### config.mk
export PLATFORM = sky130hd
export DESIGN_NAME = stb_cmd_queue
export DESIGN_NICKNAME = d
export VERILOG_FILES = /design/src/rtl/stb_cmd_pkg.sv /design/src/rtl/stb_cmd_fifo.sv /design/src/rtl/stb_cmd_queue.sv
export SDC_FILE = /design/constraint.sdc
export NUM_CORES = 1
export LEC_CHECK = 0
export ABC_AREA = 1
export CAP_MARGIN = 20
export CORE_ASPECT_RATIO = 1.1
export CORE_MARGIN = 3
export CORE_UTILIZATION = 40
export CTS_BUF_LIST = sky130_fd_sc_hd__clkbuf_8 sky130_fd_sc_hd__clkbuf_16
export DETAILED_ROUTE_END_ITERATION = 12
export HOLD_SLACK_MARGIN = 0.06
export PLACE_DENSITY_LB_ADDON = 0.08
export SKIP_LAST_GASP = 1
export SYNTH_ARGS = -nofsm -noshare
export SYNTH_HDL_FRONTEND = slang
export SYNTH_SLANG_ARGS = --single-unit
export TNS_END_PERCENT = 20
### constraint.sdc
create_clock -name clk -period 7.8 [get_ports clk]
set_clock_uncertainty 0.05 [all_clocks]
set_input_delay 2.34 -clock clk [delete_from_list [all_inputs] [get_ports clk]]
set_output_delay 2.34 -clock clk [all_outputs]
set_load 0.01 [all_outputs]
### src/rtl/stb_cmd_pkg.sv
`default_nettype none
// ============================================================================
// Module   : stb_cmd_pkg
// Brief    : Shared types for the STB command queue (command record, FSM states).
// Revision : 1.0
// ============================================================================
package stb_cmd_pkg;

  localparam int STB_ADDR_W  = 32;
  localparam int STB_SMC_W   = 6;
  localparam int BYTE_STRB_W = 4;
  localparam int BRST_W      = 2;
  localparam int UR_ID_W     = 4;
  localparam int UR_ADDR_W   = 11;

  typedef struct packed {
    logic [STB_SMC_W-1:0]   smc_strb;
    logic [BYTE_STRB_W-1:0] byte_strb;
    logic [BRST_W-1:0]      brst;
    logic [STB_ADDR_W-1:0]  gr_base;
    logic [UR_ID_W-1:0]     ur_id;
    logic [UR_ADDR_W-1:0]   ur_addr;
  } stb_cmd_t;

  localparam int CMD_W = $bits(stb_cmd_t);

  typedef enum logic [1:0] {
    IDLE  = 2'd0,
    ISSUE = 2'd1,
    WAIT  = 2'd2
  } stb_state_e;

  // Packed command width for non-default address / SMC widths.
  function automatic int cmd_width(input int addr_w, input int smc_w);
    return smc_w + BYTE_STRB_W + BRST_W + addr_w + UR_ID_W + UR_ADDR_W;
  endfunction

endpackage
`default_nettype wire

### src/rtl/stb_cmd_fifo.sv
`default_nettype none
// ============================================================================
// Module   : stb_cmd_fifo
// Brief    : Synchronous command FIFO with wrap-bit pointers, level and flush.
// Revision : 1.0
// ============================================================================
module stb_cmd_fifo #(
  parameter int WIDTH = 59,
  parameter int DEPTH = 8
) (
  input  logic                     clk,
  input  logic                     rst_n,
  input  logic                     push_i,
  input  logic                     pop_i,
  input  logic                     flush_i,
  input  logic [WIDTH-1:0]         wdata_i,
  output logic [WIDTH-1:0]         rdata_o,
  output logic                     full_o,
  output logic                     empty_o,
  output logic [$clog2(DEPTH):0]   level_o
);

  localparam int AW = $clog2(DEPTH);
  localparam logic [AW:0] FULL_LVL = (AW+1)'(DEPTH);

  logic [WIDTH-1:0] mem_q [DEPTH];
  logic [AW:0]      wr_ptr_q, wr_ptr_d;
  logic [AW:0]      rd_ptr_q, rd_ptr_d;
  logic             w_push;
  logic             w_pop;

  assign level_o = wr_ptr_q - rd_ptr_q;
  assign full_o  = (level_o == FULL_LVL);
  assign empty_o = (level_o == '0);
  assign rdata_o = mem_q[rd_ptr_q[AW-1:0]];

  // Flush outranks both push and pop; a full queue never takes a write.
  assign w_push = push_i && !full_o && !flush_i;
  assign w_pop  = pop_i && !empty_o && !flush_i;

  always_comb begin
    wr_ptr_d = wr_ptr_q;
    rd_ptr_d = rd_ptr_q;
    if (flush_i) begin
      wr_ptr_d = '0;
      rd_ptr_d = '0;
    end else begin
      if (w_push) wr_ptr_d = wr_ptr_q + 1'b1;
      if (w_pop)  rd_ptr_d = rd_ptr_q + 1'b1;
    end
  end

  always_ff @(posedge clk) begin
    if (!rst_n) begin
      wr_ptr_q <= '0;
      rd_ptr_q <= '0;
    end else begin
      wr_ptr_q <= wr_ptr_d;
      rd_ptr_q <= rd_ptr_d;
    end
  end

  always_ff @(posedge clk) begin
    if (w_push) mem_q[wr_ptr_q[AW-1:0]] <= wdata_i;
  end

endmodule
`default_nettype wire

### src/rtl/stb_cmd_queue.sv
`default_nettype none
// ============================================================================
// Module   : stb_cmd_queue
// Brief    : Queues STB burst-store commands and issues them one at a time,
//            waiting for datapath completion with a timeout guard.
// Revision : 1.0
// ============================================================================
module stb_cmd_queue
  import stb_cmd_pkg::*;
#(
  parameter int ADDR_WIDTH = 32,
  parameter int SMC_COUNT  = 6,
  parameter int DEPTH      = 8,
  parameter int TIMEOUT    = 4096
) (
  input  logic                   clk,
  input  logic                   rst_n,
  input  logic                   cmd_valid,
  output logic                   cmd_ready,
  input  logic [SMC_COUNT-1:0]   cmd_smc_strb,
  input  logic [3:0]             cmd_byte_strb,
  input  logic [1:0]             cmd_brst,
  input  logic [ADDR_WIDTH-1:0]  cmd_gr_base,
  input  logic [3:0]             cmd_ur_id,
  input  logic [10:0]            cmd_ur_addr,
  input  logic                   flush,
  output logic                   stb_u_valid,
  output logic [SMC_COUNT-1:0]   stb_u_smc_strb,
  output logic [3:0]             stb_u_byte_strb,
  output logic [1:0]             stb_u_brst,
  output logic [ADDR_WIDTH-1:0]  stb_u_gr_base_addr,
  output logic [3:0]             stb_u_ur_id,
  output logic [10:0]            stb_u_ur_addr,
  input  logic                   stb_d_valid,
  input  logic                   stb_d_done,
  output logic                   stb_d_ready,
  output logic [$clog2(DEPTH):0] level,
  output logic                   busy,
  output logic                   timeout_err,
  output logic [15:0]            done_cnt,
  output logic [7:0]             err_cnt
);

  localparam int CW    = cmd_width(ADDR_WIDTH, SMC_COUNT);
  localparam int CNT_W = $clog2(TIMEOUT);
  localparam logic [CNT_W-1:0] TMO_LAST = CNT_W'(TIMEOUT - 1);

  stb_state_e       state_q, state_d;
  logic [CNT_W-1:0] wait_cnt_q, wait_cnt_d;
  logic [CW-1:0]    u_cmd_q, u_cmd_d;
  logic             u_valid_q, u_valid_d;
  logic             tmo_err_q, tmo_err_d;
  logic [15:0]      done_cnt_q, done_cnt_d;
  logic [7:0]       err_cnt_q, err_cnt_d;

  logic [CW-1:0]    fifo_wdata, fifo_rdata;
  logic             fifo_full, fifo_empty, fifo_pop;
  logic             done_evt, tmo_evt;

  assign fifo_wdata = {cmd_smc_strb, cmd_byte_strb, cmd_brst,
                       cmd_gr_base, cmd_ur_id, cmd_ur_addr};
  assign cmd_ready  = !fifo_full && !flush && rst_n;

  stb_cmd_fifo #(
    .WIDTH (CW),
    .DEPTH (DEPTH)
  ) u_fifo (
    .clk     (clk),
    .rst_n   (rst_n),
    .push_i  (cmd_valid && cmd_ready),
    .pop_i   (fifo_pop),
    .flush_i (flush),
    .wdata_i (fifo_wdata),
    .rdata_o (fifo_rdata),
    .full_o  (fifo_full),
    .empty_o (fifo_empty),
    .level_o (level)
  );

  always_comb begin
    state_d  = state_q;
    fifo_pop = 1'b0;
    done_evt = 1'b0;
    tmo_evt  = 1'b0;
    unique case (state_q)
      IDLE: begin
        if (!fifo_empty && !flush) begin
          state_d  = ISSUE;
          fifo_pop = 1'b1;
        end
      end
      ISSUE: state_d = WAIT;
      WAIT: begin
        // Completion is checked first so it beats a coincident timeout.
        if (stb_d_valid && stb_d_done) begin
          state_d  = IDLE;
          done_evt = 1'b1;
        end else if (wait_cnt_q == TMO_LAST) begin
          state_d = IDLE;
          tmo_evt = 1'b1;
        end
      end
      default: state_d = IDLE;
    endcase
  end

  always_comb begin
    wait_cnt_d = (state_q == WAIT) ? wait_cnt_q + 1'b1 : '0;
    u_valid_d  = fifo_pop;
    u_cmd_d    = fifo_pop ? fifo_rdata : u_cmd_q;
    done_cnt_d = done_evt ? done_cnt_q + 16'd1 : done_cnt_q;
    err_cnt_d  = (tmo_evt && err_cnt_q != 8'hFF) ? err_cnt_q + 8'd1 : err_cnt_q;
    tmo_err_d  = tmo_err_q;
    if (flush)   tmo_err_d = 1'b0;
    if (tmo_evt) tmo_err_d = 1'b1;
  end

  always_ff @(posedge clk) begin
    if (!rst_n) begin
      state_q    <= IDLE;
      wait_cnt_q <= '0;
      u_cmd_q    <= '0;
      u_valid_q  <= 1'b0;
      tmo_err_q  <= 1'b0;
      done_cnt_q <= '0;
      err_cnt_q  <= '0;
    end else begin
      state_q    <= state_d;
      wait_cnt_q <= wait_cnt_d;
      u_cmd_q    <= u_cmd_d;
      u_valid_q  <= u_valid_d;
      tmo_err_q  <= tmo_err_d;
      done_cnt_q <= done_cnt_d;
      err_cnt_q  <= err_cnt_d;
    end
  end

  assign {stb_u_smc_strb, stb_u_byte_strb, stb_u_brst,
          stb_u_gr_base_addr, stb_u_ur_id, stb_u_ur_addr} = u_cmd_q;

  assign stb_u_valid = u_valid_q;
  assign stb_d_ready = (state_q == WAIT);
  assign busy        = (state_q != IDLE);
  assign timeout_err = tmo_err_q;
  assign done_cnt    = done_cnt_q;
  assign err_cnt     = err_cnt_q;

endmodule
`default_nettype wire

==> results summary <==
The share of async-settable or async-resettable flops after synthesis came out at 0. Dividing the detail-routed wire length by the instance count gives 18.3 um. The synthesized design spends more area on one cell type than any other, namely sky130_fd_sc_hd__edfxtp_1. Setup violations remaining at the end of the flow were counted as 0. The maximum fanout encountered on the critical timing path is 10.

The number of nets at the end of the flow came out at 2385. The share of cells above drive strength 1 is 0.0601. The TritonCTS sink count is 579. Walking the worst path, the cells encountered are clkdlybuf4s50_1, nor2_2, nand2_1, inv_1, clkdlybuf4s50_1. The multi-input gate area in the final layout came out at 6230 um^2.

In this run, post-CTS repair resized a total of 0 instances. At the worst endpoint, the required time is 5.41 ns. The number of nets with antenna violations after detailed routing is 0. After clock tree synthesis, the flow added hold-fix buffers numbering 0. In this run the static leakage power is 0.00989 uW. The clock passes through at most 3 buffers. Entering global routing, the biggest net connects 219 pins. Synthesis produced 2185 cells. The relative slew slack is 0.261.

Setup repair after global routing left no endpoint under its margin. Synthesis instantiated 33 different standard cells from the library. The maximum frequency from static timing analysis came out at 159 MHz.

The deepest level of the CTS H-tree is 2. The tree is rooted in a sky130_fd_sc_hd__clkbuf_16. In this run, synthesis produced a sequential element count of 579. The total nets after synthesis came out at 2259. The final sum of negative setup slack is 0 ns. The TritonCTS buffer count came out at 60. The number of enable-type register cells in the synthesized netlist came out at 472. The commonest cells after synthesis are sky130_fd_sc_hd__nor2_1 (641), sky130_fd_sc_hd__edfxtp_1 (472), sky130_fd_sc_hd__nand2_1 (376), sky130_fd_sc_hd__o21ai_0 (243), sky130_fd_sc_hd__dfxtp_1 (107). The run finished with clean final reports. The final count of pins violating max slew came out at 0. The effective utilization at floorplan came out at 0.409. The buffers inserted during post-CTS setup optimization came out at 0.

The number of antenna violations at the first check in global routing came out at 6. The total count of hold-check failures in the final report is 0. For this design, the slowest cell found on the critical path is sky130_fd_sc_hd__clkdlybuf4s50_1.

Ranked by total cell area, the synthesized netlist is headed by sky130_fd_sc_hd__edfxtp_1 (61%), sky130_fd_sc_hd__nor2_1 (10%), sky130_fd_sc_hd__dfxtp_1 (9.2%). The category of the worst setup path capture point is an output pin. Among the stages of the critical path, the cell type that occurs most often is sky130_fd_sc_hd__clkdlybuf4s50_1. The detailed placement HPWL is 30000 um. The worst supply voltage drop on vdd came out at 0.165 mV.

After clock tree synthesis, the clock-pin slew on the worst setup and hold paths is 0.06 ns. The final core area utilization came out at 0.484. The fill cell total of the finished layout is 5202. The count of input and output buffers came out at 156. The number of iterations in the first detailed-routing pass came out at 5. The path type of the worst setup path is input port to output pin. The area of the core came out at 56700 um^2. The number of vias per cell came out at 4.97. For this run, the number of Yosys warnings is 0. After detailed routing, the number of remaining DRC violations is 0. The mean cell area of the mapped netlist came out at 10.6 um^2.

The wire length of the first global-routing pass came out at 88100 um. Timing analysis after detailed placement gives a worst setup slack of 1.54 ns. The floorplan step set the die width to 236 um. The congestion estimate from routability-driven global placement came to 0.785. The top cell type's share of synthesized area came out at 0.611. The most used flip-flop cell after synthesis is sky130_fd_sc_hd__edfxtp_1.

The design draws 7280 uW. The register area came out at 16300 um^2. The overall overflow remaining after global route is 0. The data arrival time of the critical path came out at 3.88 ns.

The class of the worst hold path is flip-flop to flip-flop. The ratio of total power to cell area came out at 265 nW/um^2. From synthesis to final layout, the design area changed by 18.3%.

In the post-synthesis netlist, the cell with the most instances is sky130_fd_sc_hd__nor2_1. The count of standard-cell rows is 91. The overall global routing resource usage came out at 0.183. In this run, the number of DRC markers left after iteration 0 of detailed routing was 1145. The tool flagged a number of max-cap violations equal to 0. 157 I/O pins were placed. The routed design has 56800 um of wire.

The sequential share of the synthesized area came out at 0.703. The routed layout has 15500 vias. The clock period minus final worst setup slack is 6.27 ns. The number of global-route vias before repair is 15200. TritonCTS built the clock tree. The die footprint came out at 60900 um^2.

The die height came out at 259 um. The final clock period utilization by the worst path is 0.804. The critical path's largest stage delay is 0.53 ns.

Once routing completed, OpenROAD measured the worst setup slack at 1.53 ns. The startpoint type of the worst setup path is an input port. The clock insertion delay at the later pin of the skew report is 0.61 ns. The slew at the pin closest to its max-slew limit is 1.11 ns. The post-synth design cell area is 23200 um^2.
-- metal layers --
metal	GRT usage	up-vias	routed length, um
li1	-	7644	-
met1	0.251	7424	26300
met2	0.305	306	26400
met3	0.0329	84	2900
met4	0.0453	2	1150
met5	0	-	13
-- sequential cells by signal, summed over array words and instances, names as in the netlist --
signal           cells
u_cmd_q             59
state_q              2
err_cnt              8
u_fifo.mem_q       472
u_fifo.wr_ptr_q      4
u_fifo.rd_ptr_q      4
stb_u_valid          1
wait_cnt_q          12
timeout_err          1
done_cnt            16
-- cell type report --
type | instances | share of cell area
antenna | 5 | 0.000456
clock buffer | 69 | 0.0597
clock inverter | 43 | 0.0117
inverter | 44 | 0.00639
multi-input combinational | 1448 | 0.227
sequential | 579 | 0.595
tap | 744 | 0.0339
timing repair buffer | 178 | 0.0656
-- worst paths after layout --
| check | cells after the start | end | slack, ns | from |
|---|---|---|---|---|
| hold reg to reg | 1 | wait_cnt_q[0]$_SDFF_PN0_ | 0.40 | wait_cnt_q[0]$_SDFF_PN0_ |
| setup reg to reg | 12 | u_cmd_q[19]$_SDFFE_PN0P_ | 3.34 | u_fifo.rd_ptr_q[1]$_SDFFE_PP0P_ |
| hold / removal | 1 | wait_cnt_q[0]$_SDFF_PN0_ | 0.40 | wait_cnt_q[0]$_SDFF_PN0_ |
| setup / recovery | 5 | cmd_ready | 1.53 | flush |
-- metrics by stage --
| step | instances | area (um^2) | hold WS [ns] |
|---|---|---|---|
| 3_5_place_dp | 2991 | 25400 | 0.383 |
| 5_1_grt | 3108 | 27400 | 0.415 |
| 6_report | 3110 | 27400 | 0.396 |
| 2_1_floorplan | 2185 | 23200 | 0.363 |
| 4_1_cts | 3103 | 27400 | 0.398 |
| 3_3_place_gp | 2991 | 25400 | 0.375 |
-- critical path, delay by kind of cell --
family,cells,cell delay (ns)
and+or+nand+nor,2,0.49
buffers and inverters,3,1.05
-- logic make-up (layout without fill, tap and decap cells) --
| logic type | Yosys count | in the layout | synth area share |
|---|---|---|---|
| flip-flops | 579 | 579 | 0.703 |
| adder cells (fa/ha/maj) | 9 | 9 | 0.00518 |
| AO/OA/AOI/OAI | 341 | 341 | 0.0739 |
| AND/OR/NAND/NOR | 1084 | 1084 | 0.182 |
| other | 0 | 5 | 0 |
| buffers and inverters | 158 | 334 | 0.0306 |
| XOR/XNOR | 14 | 14 | 0.00529 |
-- report_power, final --
| group | switching, uW | internal (uW) | total, uW |
|---|---|---|---|
| logic | 564 | 368 | 932 |
| registers | 81.6 | 3460 | 3540 |
| clock network | 1160 | 1650 | 2810 |
-- cells in the final DEF (no fill, tap or decap), drive strengths merged, types with 5 or more instances in the layout --
cell type and count:
nor2 647, edfxtp 472, nand2 378, o21ai 307, clkdlybuf4s50 155, dfxtp 107, clkbuf 69, inv 65
a21oi 32, nand3 32, buf 23, clkinv 16, xor2 12, nor3 11, nand4 10, ha 8
diode 5, bufinv 5
No activity file was read; power rests on OpenSTA's default activity.
